==> src/rtl/seq_lock_pkg.sv <==
// Shared types and constants for the serial sequence lock detector.
package seq_lock_pkg;

  typedef enum logic [1:0] {
    SEARCH,
    VERIFY,
    LOCKED
  } state_e;

  localparam int unsigned DEF_SEQ_LEN = 6;
  localparam logic [DEF_SEQ_LEN-1:0] DEF_SEQ = 6'b100111;

  // Width needed to hold values 0..n-1, never less than one bit.
  function automatic int unsigned phase_w(input int unsigned n);
    return (n <= 2) ? 1 : $clog2(n);
  endfunction

endpackage

==> src/rtl/seq_window_cmp.sv <==
// Serial history window with fill tracking; flags (combinationally) when the
// bit being accepted completes a window equal to SEQ.
module seq_window_cmp
  import seq_lock_pkg::*;
#(
  parameter int unsigned          SEQ_LEN = DEF_SEQ_LEN,
  parameter logic [SEQ_LEN-1:0]   SEQ     = DEF_SEQ
) (
  input  logic clk,
  input  logic rst,
  input  logic accept,
  input  logic din,
  output logic match_raw
);

  localparam int unsigned FW = $clog2(SEQ_LEN + 1);

  // Only SEQ_LEN-1 past bits are stored; the incoming bit completes the window.
  logic [SEQ_LEN-2:0] hist_q, hist_d;
  logic [FW-1:0]      fill_q, fill_d;

  always_comb begin
    hist_d = hist_q;
    fill_d = fill_q;
    if (accept) begin
      hist_d = {hist_q[SEQ_LEN-3:0], din};
      if (fill_q != FW'(SEQ_LEN)) fill_d = fill_q + 1'b1;
    end
  end

  assign match_raw = accept && (fill_q >= FW'(SEQ_LEN - 1)) && ({hist_q, din} == SEQ);

  always_ff @(posedge clk) begin
    if (rst) begin
      hist_q <= '0;
      fill_q <= '0;
    end else begin
      hist_q <= hist_d;
      fill_q <= fill_d;
    end
  end

endmodule

==> src/rtl/seq_lock_detector.sv <==
// Frame-lock detector for a repeating serial pattern with bit-error counting.
// Define SEQ_LOCK_DETECTOR_ERRCNT_EN to build the err_cnt counter; otherwise err_cnt is 0.
module seq_lock_detector
  import seq_lock_pkg::*;
#(
  parameter int unsigned        SEQ_LEN    = DEF_SEQ_LEN,
  parameter logic [SEQ_LEN-1:0] SEQ        = DEF_SEQ,
  parameter int unsigned        LOCK_CNT   = 3,
  parameter int unsigned        UNLOCK_CNT = 2,
  parameter int unsigned        ERR_W      = 8
) (
  input  logic                        clk,
  input  logic                        rst,
  input  logic                        din_valid,
  input  logic                        din,
  output logic                        match,
  output logic                        locked,
  output logic [phase_w(SEQ_LEN)-1:0] phase,
  output logic                        bit_err,
  output logic [ERR_W-1:0]            err_cnt
);

  localparam int unsigned PW = phase_w(SEQ_LEN);
  localparam int unsigned GW = phase_w(LOCK_CNT + 1);
  localparam int unsigned MW = phase_w(UNLOCK_CNT + 1);

  state_e        state_q, state_d;
  logic [PW-1:0] pos_q, pos_d, pos_inc, exp_idx;
  logic [GW-1:0] good_q, good_d;
  logic [MW-1:0] miss_q, miss_d;
  logic          per_err_q, per_err_d;
  logic          match_q, bit_err_q, bit_err_d;
  logic          match_raw, wrap, exp_bit, err_inc, err_clr;

  seq_window_cmp #(
    .SEQ_LEN (SEQ_LEN),
    .SEQ     (SEQ)
  ) u_window (
    .clk       (clk),
    .rst       (rst),
    .accept    (din_valid),
    .din       (din),
    .match_raw (match_raw)
  );

  assign wrap    = (pos_q == PW'(SEQ_LEN - 1));
  assign pos_inc = wrap ? '0 : pos_q + 1'b1;
  assign exp_idx = PW'(SEQ_LEN - 1) - pos_q;
  assign exp_bit = SEQ[exp_idx];

  always_comb begin
    state_d   = state_q;
    pos_d     = pos_q;
    good_d    = good_q;
    miss_d    = miss_q;
    per_err_d = per_err_q;
    bit_err_d = 1'b0;
    err_inc   = 1'b0;
    err_clr   = 1'b0;
    if (din_valid) begin
      unique case (state_q)
        SEARCH: begin
          if (match_raw) begin
            pos_d     = '0;
            per_err_d = 1'b0;
            if (LOCK_CNT == 1) begin
              state_d = LOCKED;
              miss_d  = '0;
              err_clr = 1'b1;
            end else begin
              state_d = VERIFY;
              good_d  = GW'(1);
            end
          end
        end
        VERIFY: begin
          pos_d = pos_inc;
          if (wrap) begin
            if (match_raw) begin
              good_d = good_q + 1'b1;
              if (good_d == GW'(LOCK_CNT)) begin
                state_d   = LOCKED;
                miss_d    = '0;
                per_err_d = 1'b0;
                err_clr   = 1'b1;
              end
            end else begin
              state_d = SEARCH;
              good_d  = '0;
            end
          end
        end
        LOCKED: begin
          pos_d     = pos_inc;
          bit_err_d = (din != exp_bit);
          err_inc   = bit_err_d;
          per_err_d = per_err_q | bit_err_d;
          // The bit closing a period contributes to that period's verdict.
          if (wrap) begin
            per_err_d = 1'b0;
            miss_d    = (per_err_q | bit_err_d) ? miss_q + 1'b1 : '0;
            if (miss_d == MW'(UNLOCK_CNT)) begin
              state_d = SEARCH;
              good_d  = '0;
              miss_d  = '0;
            end
          end
        end
        default: state_d = SEARCH;
      endcase
    end
  end

  always_ff @(posedge clk) begin
    if (rst) begin
      state_q   <= SEARCH;
      pos_q     <= '0;
      good_q    <= '0;
      miss_q    <= '0;
      per_err_q <= 1'b0;
      match_q   <= 1'b0;
      bit_err_q <= 1'b0;
    end else begin
      state_q   <= state_d;
      pos_q     <= pos_d;
      good_q    <= good_d;
      miss_q    <= miss_d;
      per_err_q <= per_err_d;
      match_q   <= match_raw;
      bit_err_q <= bit_err_d;
    end
  end

`ifdef SEQ_LOCK_DETECTOR_ERRCNT_EN
  logic [ERR_W-1:0] err_cnt_q, err_cnt_d;

  always_comb begin
    err_cnt_d = err_cnt_q;
    if (err_clr)                          err_cnt_d = '0;
    else if (err_inc && err_cnt_q != '1)  err_cnt_d = err_cnt_q + 1'b1;
  end

  always_ff @(posedge clk) begin
    if (rst) err_cnt_q <= '0;
    else     err_cnt_q <= err_cnt_d;
  end

  assign err_cnt = err_cnt_q;
`else
  logic unused_err;
  assign unused_err = ^{err_inc, err_clr};
  assign err_cnt    = '0;
`endif

  assign match   = match_q;
  assign bit_err = bit_err_q;
  assign locked  = (state_q == LOCKED);
  assign phase   = locked ? pos_q : '0;

endmodule

==> config.mk <==
export PLATFORM = sky130hd
export DESIGN_NAME = seq_lock_detector
export DESIGN_NICKNAME = d
export VERILOG_FILES = /design/src/rtl/seq_lock_pkg.sv /design/src/rtl/seq_window_cmp.sv /design/src/rtl/seq_lock_detector.sv
export SDC_FILE = /design/constraint.sdc
export NUM_CORES = 1
export LEC_CHECK = 0
export CORE_MARGIN = 2
export CORE_UTILIZATION = 56
export CTS_CLUSTER_DIAMETER = 40
export DETAILED_ROUTE_END_ITERATION = 12
export PLACE_DENSITY = 0.82
export SYNTH_ARGS = -nofsm -noshare
export SYNTH_HDL_FRONTEND = slang
export SYNTH_SLANG_ARGS = --single-unit
==> constraint.sdc <==
create_clock -name clk -period 4.3 [get_ports clk]
set_clock_uncertainty 0.2 [all_clocks]
set_input_delay 1.075 -clock clk [delete_from_list [all_inputs] [get_ports clk]]
set_output_delay 1.075 -clock clk [all_outputs]
set_load 0.1 [all_outputs]
==> results of run 1 <==
-- layout by cell type, fill, tap and decap left out, types with 2 or more instances in the layout --
cell type	synthesis	layout
o21ai_0	2	2
mux2i_1	12	12
buf_4	9	5
nor3_1	2	2
clkbuf_4	0	3
nand3_1	2	2
a21oi_1	6	6
a31oi_1	2	2
a211oi_1	4	4
ha_1	11	11
nand2b_1	3	3
inv_1	11	11
nand4_1	3	3
nor2_1	18	18
nand2_1	6	6
xnor2_1	2	2
clkdlybuf4s50_1	0	5
conb_1	1	8
dfxtp_1	20	20
-- worst max-delay path by stage --
stage	slack, ns	cells past startpoint	to
3_3_place_gp	1.05	6	good_q[1]
6_report	1.27	6	good_q[1]
3_5_place_dp	0.98	6	good_q[1]
2_1_floorplan	0.22	4	phase[0]
4_1_cts	1.27	1	match
5_1_grt	1.07	6	good_q[1]
-- cells by family after synthesis --
family	Yosys count	share of synthesized area, %
DFF	20	32.6
AOI/OAI and AO/OA	21	11.7
xor gates and xnor gates	2	1.42
adders and majority gates	11	11.2
other	1	0.305
buffers and inverters	23	9.77
and+or+nand+nor	48	23.3
muxes	12	9.77
-- power breakdown --
part	switching (uW)	internal (uW)	leakage, uW
registers	4.32	188	0.000162
clock network	55.0	32.6	0.0000138
logic	45.9	11.3	0.000357
total	105	232	0.000532
-- state kept, by name, summed over array words and instances (netlist names) --
register / cells
match: 1
good_q: 2
pos_q: 3
bit_err: 1
state_q: 2
miss_q: 2
u_window.hist_q: 5
per_err_q: 1
u_window.fill_q: 3
-- area by class of cell --
cell class                      instances  area (sq um)
Clock buffer                            3          22.5
Fill cell                             180           701
Inverter                               11          41.3
Multi-Input combinational cell        102           736
Sequential cell                        20           400
Tap cell                               27          33.8
Timing Repair Buffer                   10          87.6
-- worst reg2reg max path: stages (launching register included) --
cell       delay, ns
dfxtp_1         0.40
inv_1           0.08
ha_1            0.29
mux2i_1         0.22
xnor2_1         0.18
a2111oi_2       0.48
mux2i_1         0.28
nor2_1          0.06
-- through the flow --
stage               util, %  setup slack, ns
floorplan                 -            0.215
global placement       64.2             1.05
detailed placement     64.2            0.976
CTS                    65.3             1.27
global route           65.3             1.07
finish                 65.3             1.27
-- metal layers --
metal | global-route usage (%) | share of wire, %
met5 | 0 | 0
met3 | 3.51 | 5.2
met2 | 36.2 | 49
met1 | 24.5 | 44
met4 | 7.21 | 1.9
==> summary.md, run 1 <==
| Metric | Value |
|---|---|
| Status | completed |
| Synth area leader | dfxtp_1 |
| Fin cells | 173 |
| Crit. End Element | flip-flop |
| Grt ovf | 0 |
| Critical R2R Capture | good_q[1] |
| Relative slew slack | between 30% and 40% |
| CTS tree | done |
| Die area | 0.00259 sq mm |
| Setup TNS Final | 0 ns |
| Clk buf depth | 2 |
| Largest net degree at the start of global routing | 22 |
| Hold path depth | 2 |
| Cell Area, Synth | ~0.0012 sq mm |
| Synthesized netlist cell count | roughly 140 |
| RSZ-0062 raised after global routing | no |
| Tmin final | ~3.0 ns |
| Worst slew pin tran | about 0.97 ns |
| Final instance area | 0.00132 sq mm |
| CP Launch Point | din_valid |
| Final HPWL DP | 1.75 mm |
| Initial antenna violation count | 0 |
| Fraction of layout cells with a size suffix above 1 | under 10% |
| Nets@finish | 163 |
| Iteration count of the initial detailed-routing pass | 4 |
| CTS resizes | 0 |
| Avg WL per Cell | roughly 13 microns |
| Share of the synthesized area in the top cell type | 32.6% |
| Hold Crit Class | reg -> reg |
| CP max-delay cell | clkdlybuf4s50_1 |
| P&R area growth vs syn | 7.43% |
| Via density | ~5.5 |
| Top FF cell, synth | dfxtp_1 |
| Pwr dens | approximately 260 mW/mm^2 |
| GP Congestion | 0.814 |
| Iteration-0 DRC Markers | 23 |
| WHS | between 0.3 and 0.4 ns |
| Clk root buf | clkbuf_4 |
| Worst hold endpoint | pos_q[2] |
| Buffers and inverters on the worst path | 2 |
| Clock Sinks | 20 |
| Post-Syn Area per Cell | a little under 9 sq um |
| Synth top area cells | dfxtp_1 (33%), ha_1 (11%), mux2i_1 (9.8%) |
| Hold path startpoint | pos_q[2] |
| Worst r2r src | pos_q[1] |
| Final Hold Vio Count | 0 |
| Final ANT Viol Nets | 0 |
| Clock slew at reported path FFs | 0.11 ns |
| Max incr delay on CP | ~0.70 ns |
| Commonest cells post-synth | dfxtp_1 (20), nor2_1 (18), mux2i_1 (12) |
| Post-synth ARST share | 0% |
| Reg2Reg Depth | 7 |
| Core area | a little over 0.002 sq mm |
| Inst Count DP | between 150 and 200 |
| Leakage power | ~0.00053 uW |
| Seq/Total Area, Yosys | 32.6% |
| Arrival @ worst endpoint | approximately 3.0 ns |
| R2r setup slk | about 2.0 ns |
| CTS Hold Bufs | 0 |
| Drc violations | 0 |
| H-tree level count | 1 |
| Chip height | 50.9 microns |
| CP cell instances | clkdlybuf4s50_1, buf_4, o211ai_1, a2111oi_2, mux2i_1, nor2_1 |
| Initial core utilization | 60.8% |
| Yosys warning count | 0 |
| # IOs | 18 |
| Distinct cells, synth | 40 |
| Slew Limit Fails | 0 |
| Flops & latches, synth | 20 |
| Count of endpoints failing setup in the final report | 0 |
| Cell with the most instances after synthesis | dfxtp_1 |
| Post-DP Area | 0.00130 sq mm |
| Element type at the critical path start | input port |
| Clock Latency Late Sink | around 0.30 ns |
| WL final | around 2.3 mm |
| Post-synth EDFFs | 0 |
| Maxcap violations | 0 |
| Post-CTS setup buffers | 0 |
| CP max FO | 9 |
| Global Route Usage Sum | ~20% |
| Highest clock rate | around 330 MHz |
| TritonCTS Buffers | 3 |
| Via count | 960 |
| CP Class | in -> reg |
| Core Rows | 16 |
| Crit path max-delay family | buffers and inverters |
| Ant diodes | 0 |
| Period utilization | a little over two thirds |
| First-pass GRT wire length | between 4 and 5 mm |
| Req. time, crit path | roughly 4.3 ns |
| Port bufs | 9 |
| Total power | around 340 uW |
| Worst vdd ir | between 0.2 and 0.25 mV |
| Die X | roughly 50 microns |
| Vias in the first global route | 935 |
(Power assumes the default switching activity.)
==> run 2: changes to the inputs <==
--- a/config.mk
+++ b/config.mk
@@ -6,10 +6,10 @@
 export NUM_CORES = 1
 export LEC_CHECK = 0
 export CORE_MARGIN = 2
-export CORE_UTILIZATION = 56
+export CORE_UTILIZATION = 48
 export CTS_CLUSTER_DIAMETER = 40
 export DETAILED_ROUTE_END_ITERATION = 12
-export PLACE_DENSITY = 0.82
+export PLACE_DENSITY = 0.75
 export SYNTH_ARGS = -nofsm -noshare
 export SYNTH_HDL_FRONTEND = slang
 export SYNTH_SLANG_ARGS = --single-unit
==> constraint.sdc (replaced) <==
create_clock -name clk -period 2.5 [get_ports clk]
set_clock_uncertainty 0.2 [all_clocks]
set_input_delay 0.625 -clock clk [delete_from_list [all_inputs] [get_ports clk]]
set_output_delay 0.625 -clock clk [all_outputs]
set_load 0.1 [all_outputs]
==> run 2 against run 1 <==
Final cell count is 8.1% higher; combinational power increased by 82%; global-route usage down 0.78 points; total power grew 110%; clock power rose to 3.1 times the previous value; largest cell class unchanged; sequential cell count unchanged; largest power group unchanged; critical path type is now reg -> reg.
==> summary.md, run 2 (same netlist as run 1, synthesis figures left out) <==
| Metric | Value |
|---|---|
| Via count | 1015 |
| R2r setup slk | roughly 0.14 ns |
| Final Hold Vio Count | 0 |
| Biggest regs | u_window.hist_q x5, pos_q x3, u_window.fill_q x3 |
| # IOs | 18 |
| Final ANT Viol Nets | 0 |
| H-tree level count | 1 |
| Count of endpoints failing setup in the final report | 0 |
| Maxcap violations | 0 |
| Slew Limit Fails | 0 |
| Core Rows | 18 |
| Post-CTS setup buffers | 0 |
| Fill cells | just over 200 |
| Crit. End Element | flip-flop |
| Grt ovf | 0 |
| Post-DP Area | 0.00145 sq mm |
| Vias in the first global route | between 900 and 1000 |
| Highest clock rate | 424 MHz |
| Most frequent cells in the layout | dfxtp_1 (20), nor2_1 (16), buf_4 (13) |
| Clk root buf | clkbuf_4 |
| Initial antenna violation count | 0 |
| Pwr dens | between 400 and 500 mW/mm^2 |
| Final HPWL DP | around 1.9 mm |
| Via density | around 5.4 |
| CTS tree | done |
| Hold path startpoint | miss_q[1] |
| Critical R2R Capture | state_q[0] |
| TritonCTS Buffers | 3 |
| First-pass GRT wire length | between 4 and 5 mm |
| Busiest layer in global routing | met2 |
| Chip height | 54.6 microns |
| Clock slew at reported path FFs | about 0.12 ns |
| WL final | between 2 and 2.5 mm |
| Initial core utilization | 50.1% |
| Core area | 0.00245 sq mm |
| Final core utilization | 61.3% |
| Status | completed |
| Fraction of layout cells with a size suffix above 1 | between 15 and 20% |
| Clock Sinks | 20 |
| P&R area growth vs syn | 22.3% |
| CP Class | reg -> reg |
| Global Route Usage Sum | roughly a fifth |
| Drc violations | 0 |
| Max reg flops | 5 |
| Clk buf depth | 2 |
| Reg2Reg Depth | 7 |
| GP Congestion | ~0.87 |
| Tmin final | 2.36 ns |
| Met1 Use GR | 24.8% |
| Worst setup endpoint | state_q[0] |
| Ant diodes | 0 |
| Met3 Track Usage GR | between 3 and 4% |
| Element type at the critical path start | flip-flop |
| Arrival @ worst endpoint | approximately 2.4 ns |
| Worst vdd ir | 0.396 mV |
| Hold Crit Class | reg -> reg |
| CP Launch Point | pos_q[0] |
| CTS Hold Bufs | 0 |
| Iteration-0 DRC Markers | 27 |
| Port bufs | 9 |
| Grt met2 use | a little under a third |
| CTS resizes | 0 |
| Die X | ~55 microns |
| Final instance area | ~0.0015 sq mm |
| Largest net degree at the start of global routing | 18 |
| Largest Register | u_window.hist_q |
| Avg WL per Cell | approximately 13 microns |
| Worst slew pin tran | around 0.58 ns |
| CP max FO | 7 |
| Leakage power | between 0.0006 and 0.0007 uW |
| Relative slew slack | 61.3% |
| Leading cell type in the layout, fill and taps excluded | dfxtp_1 |
| RSZ-0062 raised after global routing | no |
| Die area | 0.00298 sq mm |
| Worst r2r src | pos_q[0] |
| Iteration count of the initial detailed-routing pass | 4 |
| Clock Latency Late Sink | between 0.3 and 0.4 ns |
| Fin cells | between 150 and 200 |
| Inst Count DP | about 180 |
| Req. time, crit path | ~2.5 ns |
| Period utilization | between 90% and 100% |
| Nets@finish | between 150 and 200 |
## run 2: metal layers
layer / up-vias / part of all wire (%)
met4: 0 / 2.5
met5: - / 0
met1: 468 / 47
li1: 507 / -
met2: 31 / 45
met3: 9 / 5.7
## run 2: final cells by class
type / count / area [sq um] / share of cell area [%]
sequential: 20 / 400 / 26.6
timing repair buffer: 20 / 208 / 13.8
clock inverter: 1 / 30.0 / 2.00
clock buffer: 3 / 22.5 / 1.50
inverter: 11 / 41.3 / 2.75
tap: 30 / 37.5 / 2.50
multi-input combinational: 102 / 764 / 50.8
## run 2: report_power, final
group,switching (uW),internal [uW]
clock network,105,162
logic,79.6,24.4
registers,7.49,324
## run 2: how the worst min path moves through the flow
| stage | to | slack [ns] | cells past startpoint |
|---|---|---|---|
| 2_1_floorplan | good_q[1] | 0.26 | 2 |
| 3_3_place_gp | good_q[1] | 0.28 | 2 |
| 3_5_place_dp | miss_q[1] | 0.29 | 1 |
| 4_1_cts | miss_q[1] | 0.32 | 1 |
| 5_1_grt | miss_q[1] | 0.34 | 1 |
| 6_report | miss_q[1] | 0.32 | 1 |
## run 2: through the flow
step	total power, uW	hold WS (ns)	setup TNS [ns]	setup slack, ns
after floorplan	433	0.265	0	0.150
after global placement	440	0.279	-0.303	-0.0777
after detailed placement	443	0.288	-0.745	-0.166
after CTS	712	0.324	0	0.170
after global routing	731	0.338	0	0.0300
final	703	0.323	0	0.139
## run 2: worst max-delay path: stages, from the launching register on
cell	delay (ns)
dfxtp_1	0.48
inv_1	0.17
ha_1	0.23
mux2i_1	0.21
xnor2_1	0.18
a211oi_1	0.39
o21ai_0	0.23
mux2i_1	0.16
==> run 3: changes to the inputs <==
--- a/config.mk
+++ b/config.mk
@@ -13,3 +13,4 @@
 export SYNTH_ARGS = -nofsm -noshare
 export SYNTH_HDL_FRONTEND = slang
 export SYNTH_SLANG_ARGS = --single-unit
+export TNS_END_PERCENT = 100
==> results of run 3 <==
No change in the layout: final DEF, timing and power equal those of run 2.
